[src/rtl/instr_fetch_unit.sv]
`default_nettype none
// instr_fetch_unit: owns the PC and fetches one word per step over a req/ack port.
// Macro FETCH_ALIGN_CHECK_EN: a misaligned pc_new faults (code 2'b10) instead of being truncated.
module instr_fetch_unit #(
  parameter logic [31:0] RESET_PC = 32'h0000_0000,
  parameter logic [15:0] TIMEOUT  = 16'd64
) (
  input  logic        clk,
  input  logic        reset,
  output logic        imem_req,
  output logic [31:0] imem_addr,
  input  logic        imem_ack,
  input  logic [31:0] imem_rdata,
  output logic [31:0] pc,
  output logic [31:0] instr,
  output logic        instr_valid,
  input  logic        step,
  input  logic [31:0] pc_new,
  output logic        fault,
  output logic [1:0]  fault_code,
  output logic [31:0] retired
);

  typedef enum logic [1:0] {
    FETCH = 2'd0,
    HOLD  = 2'd1,
    FAULT = 2'd2
  } state_t;

  localparam logic [1:0]  CODE_NONE     = 2'b00;
  localparam logic [1:0]  CODE_TIMEOUT  = 2'b01;
  localparam logic [1:0]  CODE_MISALIGN = 2'b10;
  localparam logic [31:0] ALIGN_MASK    = 32'hFFFF_FFFC;
  // With the watchdog disabled the counter simply parks at its maximum.
  localparam logic [15:0] WD_LIMIT      = (TIMEOUT == 16'd0) ? 16'hFFFF : TIMEOUT - 16'd1;

  state_t      state;
  logic [15:0] watchdog;
  logic        timeout_hit;
  logic        misaligned;

  assign timeout_hit = (TIMEOUT != 16'd0) && (watchdog == WD_LIMIT);
  assign imem_addr   = pc;

`ifdef FETCH_ALIGN_CHECK_EN
  assign misaligned = (pc_new[1:0] != 2'b00);
`else
  assign misaligned = 1'b0;
`endif

  always_ff @(posedge clk or posedge reset) begin
    if (reset) begin
      state       <= FETCH;
      pc          <= RESET_PC;
      instr       <= '0;
      fault_code  <= CODE_NONE;
      retired     <= '0;
      watchdog    <= '0;
      imem_req    <= 1'b1;
      instr_valid <= 1'b0;
      fault       <= 1'b0;
    end else begin
      case (state)
        FETCH: begin
          // An ack in the timeout cycle still completes the fetch.
          if (imem_ack) begin
            instr       <= imem_rdata;
            watchdog    <= '0;
            state       <= HOLD;
            imem_req    <= 1'b0;
            instr_valid <= 1'b1;
          end else if (timeout_hit) begin
            fault_code  <= CODE_TIMEOUT;
            state       <= FAULT;
            imem_req    <= 1'b0;
            fault       <= 1'b1;
          end else if (watchdog != WD_LIMIT) begin
            watchdog    <= watchdog + 16'd1;
          end
        end
        HOLD: begin
          if (step) begin
            instr_valid <= 1'b0;
            if (misaligned) begin
              fault_code <= CODE_MISALIGN;
              state      <= FAULT;
              fault      <= 1'b1;
            end else begin
              pc       <= pc_new & ALIGN_MASK;
              retired  <= retired + 32'd1;
              state    <= FETCH;
              imem_req <= 1'b1;
            end
          end
        end
        FAULT: begin
          state <= FAULT;
        end
        default: begin
          state       <= FAULT;
          imem_req    <= 1'b0;
          instr_valid <= 1'b0;
          fault       <= 1'b1;
        end
      endcase
    end
  end

endmodule
`default_nettype wire

[config.mk]
export PLATFORM = sky130hd
export DESIGN_NAME = instr_fetch_unit
export DESIGN_NICKNAME = d
export VERILOG_FILES = /design/src/rtl/instr_fetch_unit.sv
export SDC_FILE = /design/constraint.sdc
export NUM_CORES = 1
export LEC_CHECK = 0
export ABC_CLOCK_PERIOD_IN_PS = 3650
export CAP_MARGIN = 20
export CORE_MARGIN = 2
export CORE_UTILIZATION = 57
export CTS_CLUSTER_SIZE = 16
export DETAILED_ROUTE_END_ITERATION = 16
export DONT_BUFFER_PORTS = 1
export GPL_ROUTABILITY_DRIVEN = 1
export GPL_TIMING_DRIVEN = 0
export PLACE_DENSITY = 0.81
export SLEW_MARGIN = 5
export SYNTH_ARGS = -nofsm -noshare
export SYNTH_HDL_FRONTEND = slang
export SYNTH_SLANG_ARGS = --single-unit
[constraint.sdc]
create_clock -name clk -period 3.65 [get_ports clk]
set_input_delay 0.365 -clock clk [delete_from_list [all_inputs] [get_ports clk]]
set_output_delay 0.365 -clock clk [all_outputs]
set_load 0.05 [all_outputs]
# [Word level (Yosys, flattened, before mapping)]
# Cells that the tools add are included.
[op_classes] add_sub_neg=2 mux=17 n_reduce_logical=11 n_eq_ne=10 bitwise_logic=3
[ops] cell="two-way mux 16 bit" n=3
[ops] cell="adder 32 x 1 -> 32 bit, second input constant" n=1
[ops] cell="adder 16 x 1 -> 16 bit, second input constant" n=1
[ops] cell="equality test 16 x 6 -> 1 bit, second input constant" n=1
[ops] cell="!= test 16 x 6 -> 1 bit, second input constant" n=1
[ops] cell="AND reduction 3 bit" n=5
[ops] cell="!= test 2 bit, second input constant" n=5
[ops] cell="two-way mux 1 bit" n=7
[ops] cell="two-way mux 2 bit" n=3
[ops] cell="one-hot mux 1 bit (3 select lines)" n=2
[ops] cell="AND reduction 2 bit" n=3
[ops] cell="one-hot mux 2 bit (2 select lines)" n=1
[ops] cell="!= test 3 bit, second input constant" n=1
[ops] cell="inverter 1 bit" n=3
[ops] cell="equality test 2 x 1 -> 1 bit, second input constant" n=1
[ops] cell="equality test 2 bit, second input constant" n=1
[ops] cell="zero test 2 bit" n=1
[ops] cell="one-hot mux 1 bit (2 select lines)" n=1
[ops] cell="nonzero test 2 bit" n=1
[ops] cell="OR reduction 2 bit" n=1
[totals] ff_bits=116 wordCells=52 in_bits=68 output_inout_bits=133

# [Longest topological paths before layout]
# Gate-level depths: netlist (run 1).
[depth] word_depth=4 mapped_depth=8 depth_no_buf=6

# [Worst setup path after synthesis (run 1)]
# No wires, ideal clock.
[synth_timing] path_type="register to register" start="register retired[3]" end="register retired[25]" n_path_buf=1 path_stages_with_launch=6 t_arrival_ps=1815 synth_period_minus_slack_ps=1897 path_slack_ps=1753 setup_ps=82 required_ps=3568 cell_sequence="dfrtp_1 nand4_1 or3_4 buf_6 nor4_2 xor2_1"
[synth_between] elab_chain_cells=1
[synth_rtl] item="from (decl)" line_no="21" text="output logic [31:0] retired"
[synth_rtl] item="from (signal assigned)" line_no="90" text="retired <= retired + 32'd1;"
[synth_rtl] item="adder 32 x 1 -> 32 bit" line_no="90"
# Every way passes these cells.
# A chain may end at the register's enable or synchronous reset.

# [Worst setup path in the final report (run 1)]
[layout_timing] start="register state[0]" end="register instr[8]"
[layout_between] elab_chain_cells=2
[layout_rtl] item="from (decl)" line_no="37" text="state_t state;"
[layout_rtl] item="from (signal assigned)" line_no="53" text="state <= FETCH;"
[layout_rtl] item="from (signal assigned)" line_no="69" text="state <= HOLD;"
[layout_rtl] item="from (signal assigned)" line_no="74" text="state <= FAULT;"
[layout_rtl] item="zero test 2 bit" line_no="63" text="case (state)"
[layout_rtl] item="AND reduction 2 bit (no source line)"
[layout_rtl] item="to (signal assigned)" line_no="67" text="instr <= imem_rdata;"
[layout_rtl] item="to (decl)" line_no="15" text="output logic [31:0] instr,"
# Every way passes these cells.

==> impl_metrics.toml, run 1 <==
[worst_setup_path]
crit_start = "state[0]"
cp_common_cell = "clkbuf_1"
r2r-end = "instr[8]"
r2r_cells = 6
cp.required_ns = 4.03
reg2reg_slack_ns = 1.27
cp.arrival_ns = 2.76
crit_chain = "inv_1 > ha_1 > clkbuf_1 > nand2_1 > clkbuf_1 > mux2_2"
crit_path_end = "instr[8]"
crit_slowest_cell = "clkbuf_1"
path_max_fanout = 10
crit_type = "register to register"
cp-start-kind = "register"
r2r-start = "state[0]"
crit_path_end_kind = "register"
cpPeakStageDelay_ns = 0.49

[grt]
grt_pass1_wl_um = 18600
grt.overflow.total = 0
track_usage = 0.239
grt_antenna_before_repair = 0
grt_pass1_vias = 3705
grt_max_degree = 73

[synthesis]
yosys_warnings = 0
synth_cells = 424
yosys.area.top_type = "dfrtp_1"
synth_edf_count = 0
ys_types = 48
ys_async_sr_fraction = 1.00
synth_top_area_share = 0.548
synthTopCellsByCount = "dfrtp_1 (115), mux2_2 (63), buf_4 (35)"
yosys-top-cells-area = "dfrtp_1 (55%), mux2_2 (14%), buf_4 (5.0%)"
synth.cell_area_mm2 = 0.00525
ys_ff_latch = 116
postSynthAreaPerCell_um2 = 12.4
yosysMostFrequentCell = "dfrtp_1"
seq_area_frac_synth = 0.553
dominantRegCellSynth = "dfrtp_1"

[pwr]
irDropWorstVdd_mv = 0.901
pwr-share-clk = 0.229
pwr-share-comb = 0.264
switchingPower_w = 0.00344
p_leak_nw = 3.01
sequentialPowerShare = 0.507
power_w = 0.00677
sw_frac_of_total = 0.509
internal_power_w = 0.00333
p_per_area_mw_per_mm2 = 1030

[timing]
layout_min_cycle_time_ns = 2.38
grt_setup_unrepaired = "no"
slew_viol_final = 0
layout_setup_ws_ns = 1.27
setup_viol = 0
finalHoldViolations = 0
max_slew_margin = 0.570
fmaxAchievable_mhz = 420
worst_pin_slew_ns = 0.645
finalCritPeriodShare = 0.652
skew_ns = 0.00709

[floorplan]
die_area_mm2 = 0.0100
die_x_um = 100
initial_core_util = 0.577
die_y_um = 100
rows = 35
io_pins = 201
fp.coreArea_mm2 = 0.00911

[clocking]
cts-root-buf = "clkbuf_8"
clk_path_buf_depth = 2
clkTransAtPathRegs_ns = 0.06
htreeDepth = 4
cts_tree = "yes"
clock-sinks = 116
clock_latency_ns = 0.50
cts_buffers = 17
cts_setup_buffers = 0

[layout]
area_delta_synth_final_pct = 25.5
stdcell_area_mm2 = 0.00659
drive_gt1_frac = 0.287
finalNonFillerCells = 631
num-fill-cells = 573
final_util = 0.723
antenna_cells = 0
layout.nets = 580

[placement]
dp.cells = 540
place.gp.congestion = 0.779
dpl_worst_slack_ns = 1.33
place_area_mm2 = 0.00544
dpl.hpwl_um = 7450
port_buffers = 0

[routing]
drc = 0
ant_nets = 0
vias = 3633
totalWireLength_um = 12000
routed_via_density = 5.76
drtIter0Drc = 109
drt_pass1_iterations = 4
wl_per_cell_um = 18.9

[run]
drv_cap = 0

[run_status]
outcome = "complete, no violations"

[worst_hold_path]
hold_path_class = "input pin to register"
[sequential cells by signal, indices dropped and copies added (netlist names)]
signal       flops
instr_valid      1
imem_addr       30
fault_code       1
watchdog        16
imem_req         1
instr           32
retired         32
state            2
fault            1
[final cells by class]
class                   count  area, µm²  share of cell area
clock inverters            14        143              0.0216
multi-input cells         250       1980               0.301
inverters                  10       42.5             0.00646
well taps                 111        139              0.0211
plain buffers              52        343              0.0520
flip-flops and latches    116       2900               0.441
clock buffers              18        418              0.0634
repair buffers             60        618              0.0938
[worst max-delay path: cells and delay by family (launching register included)]
kind                     cells  cell delay (ns)
buffers and inverters        3             0.80
AND/OR/NAND/NOR              1             0.48
multiplexers                 1             0.40
flip-flops                   1             0.37
adder cells (fa/ha/maj)      1             0.20
[per-layer routing]
metal | GRT usage | vias up | routed length [µm]
met4 | 0.0727 | 0 | 172
met3 | 0.0870 | 15 | 863
met2 | 0.409 | 166 | 6340
met1 | 0.285 | 1802 | 4580
li1 | - | 1650 | -
met5 | 0 | - | 0
[metrics by stage]
stage                     hold WS [ns]  TNS, ns
after CTS                     0.000261        0
after floorplan                  0.451        0
after detailed placement         0.268        0
after global placement           0.473   -97.05
final                           0.0293        0
after global routing           0.00429        0
[layout by cell type (no fill, tap or decap), types with 6 or more instances in the layout]
| cell | count |
|---|---|
| nand2_1 | 17 |
| inv_6 | 7 |
| dlygate4sd3_1 | 59 |
| nor2_1 | 11 |
| buf_4 | 35 |
| and3_1 | 6 |
| nor3_1 | 8 |
| and4_1 | 10 |
| clkbuf_1 | 10 |
| mux2_2 | 63 |
| dfrtp_1 | 115 |
| nand3_1 | 16 |
| xnor2_1 | 15 |
| nand4_1 | 11 |
| inv_1 | 9 |
| o21ai_0 | 12 |
| clkbuf_16 | 16 |
| buf_2 | 7 |
| xor2_1 | 16 |
[worst min path at each step]
stage / slack, ns / cells after the start / endpoint / startpoint
floorplan: 0.45 / 1 / watchdog[4] / watchdog[4]
global placement: 0.47 / 1 / watchdog[4] / watchdog[4]
detailed placement: 0.27 / 1 / retired[31] / reset
CTS: 0.0003 / 1 / imem_addr[18] / pc_new[18]
global route: 0.004 / 1 / instr[8] / imem_rdata[8]
finish: 0.03 / 1 / imem_addr[15] / pc_new[15]
[kinds of logic after synthesis]
logic type / count (synthesis) / synth area share
AO/OA/AOI/OAI: 45 / 0.0591
XOR/XNOR: 31 / 0.0517
adder cells (fa/ha/maj): 5 / 0.0119
buffers and inverters: 62 / 0.0724
flip-flops: 116 / 0.553
multiplexers: 64 / 0.137
other: 1 / 0.000714
AND/OR/NAND/NOR: 100 / 0.114
[repair_timing]
| item | in CTS | in global routing |
|---|---|---|
| gates resized for setup | 0 | 0 |
| hold buffers | 53 | 6 |
| endpoints found under the hold margin | 96 | 6 |
[power by group through the flow]
stage               Clock (W)  Sequential [W]  Combinational, W
detailed placement          0         0.00344           0.00173
finish                0.00155         0.00343           0.00179
global placement            0         0.00343           0.00167
global route          0.00165         0.00349           0.00190
floorplan                   0         0.00332           0.00157
CTS                   0.00158         0.00343           0.00177
No activity file was read; power rests on OpenSTA's default activity.
==> run 2, diff against run 1 <==
Settings changed: ABC_CLOCK_PERIOD_IN_PS 3650 to 2200, CORE_UTILIZATION 57 to 63, PLACE_DENSITY 0.81 to 0.85.
Clock period 3.65 ns to 2.2 ns, I/O delays scaled along.
==> impl_metrics.toml, run 2 (synthesis gave the netlist of run 1 again) <==
[layout]
area_delta_synth_final_pct = 29.2
register_area_mm2 = 0.00291
num-fill-cells = 406
multi_input_area_mm2 = 0.00199
drive_gt1_frac = 0.309
mostFrequentLayoutCells = "dfrtp_1 (109), dlygate4sd3_1 (66), mux2_2 (63)"
final_util = 0.834
stdcell_area_mm2 = 0.00679
finalNonFillerCells = 635
layout_commonest_cell = "dfrtp_1"
layout.nets = 588

[floorplan]
die_y_um = 95.3
initial_core_util = 0.646
io_pins = 201
fp.coreArea_mm2 = 0.00813
die_area_mm2 = 0.00908
rows = 33
die_x_um = 95.3

[routing]
drtIter0Drc = 222
ant_nets = 0
drt_pass1_iterations = 4
vias = 3766
totalWireLength_um = 12900
drc = 0
routed_via_density = 5.93
wl_per_cell_um = 20.3

[clocking]
clock_latency_ns = 0.51
htreeDepth = 4
clk_path_buf_depth = 2
clock-sinks = 116
cts_buffers = 17
cts_tree = "yes"
clkTransAtPathRegs_ns = 0.06
cts_setup_buffers = 0
cts-root-buf = "clkbuf_8"

[worst_setup_path]
crit_type = "register to register"
cp.required_ns = 2.63
crit_path_end_kind = "register"
cp-start-kind = "register"
cp.arrival_ns = 2.50
path_max_fanout = 10

[timing]
grt_setup_unrepaired = "no"
fmaxAchievable_mhz = 481
max_slew_margin = 0.569
layout_min_cycle_time_ns = 2.08
skew_ns = 0.00946
finalHoldViolations = 0
slew_viol_final = 0
worst_pin_slew_ns = 0.646
finalCritPeriodShare = 0.945
setup_viol = 0

[run]
drv_cap = 0

[placement]
port_buffers = 0
place_area_mm2 = 0.00546
dp.cells = 536
place.gp.congestion = 0.819
dpl.hpwl_um = 8180

[grt]
grt_max_degree = 38
track_usage = 0.292
grt.overflow.total = 0
grt_pass1_wl_um = 19800
grt_antenna_before_repair = 0
grt_pass1_vias = 3924

[pwr]
p_per_area_mw_per_mm2 = 1730
irDropWorstVdd_mv = 1.46
power_w = 0.0118
p_leak_nw = 3.08

[worst_hold_path]
hold_path_class = "input pin to register"

[run_status]
outcome = "complete, no violations"
==> run 2: layout make-up <==
class | instances | area share
Sequential cell | 116 | 0.429
Multi-Input combinational cell | 250 | 0.293
Timing Repair Buffer | 69 | 0.106
Clock buffer | 17 | 0.0610
Buffer | 51 | 0.0505
Clock inverter | 15 | 0.0339
Tap cell | 105 | 0.0194
Inverter | 10 | 0.00609
Antenna cell | 2 | 0.000738
==> run 2: path summary, 6_finish.rpt <==
kind	from	end	slack [ns]	cells after the start
max in group asynchronous	reset	imem_req	1.14	4
hold / removal	imem_ack	watchdog[1]	0.04	2
hold reg to reg	watchdog[4]	watchdog[4]	0.50	1
min in group asynchronous	reset	imem_addr[14]	0.22	2
setup reg to reg	retired[4]	retired[25]	0.12	5
setup / recovery	retired[4]	retired[25]	0.12	5
==> run 2: metrics by stage <==
| stage | setup slack (ns) | setup TNS (ns) | hold slack, ns |
|---|---|---|---|
| final | 0.121 | 0 | 0.0425 |
| after global routing | 0.00929 | 0 | 0.0430 |
| after CTS | 0.0374 | 0 | 0.0484 |
| after detailed placement | -0.137 | -2.42 | 0.139 |
| after global placement | -0.0145 | -0.122 | 0.360 |
| after floorplan | 0.303 | 0 | 0.355 |
==> run 2: metal layers <==
metal  vias up  track usage  wire [µm]
li1       1661            -          -
met1      1895        0.320       4670
met2       189        0.509       6980
met3        21        0.102       1040
met4         0        0.134        227
met5         -            0          0
==> run 2: power breakdown <==
group	internal, W	leakage, nW	switching (W)
logic	0.00121	1.33	0.00183
clock network	0.00196	0.305	0.00103
registers	0.00280	1.44	0.00292
total	0.00598	3.08	0.00577
==> run 2: repair_timing <==
action | CTS | global route
setup endpoints to repair | 27 | 28
hold buffers | 65 | 1
pin swaps | 0 | 0
gates resized for setup | 2 | 12
cloned | 0 | 0
hold endpoints to repair | 145 | 2
==> run 2: worst max-delay path, stage by stage (launching register included) <==
cell and delay (ns):
dfrtp_1 0.75, nand4_1 0.21, or3_4 0.40, buf_6 0.17, nor4_2 0.30, xor2_1 0.17
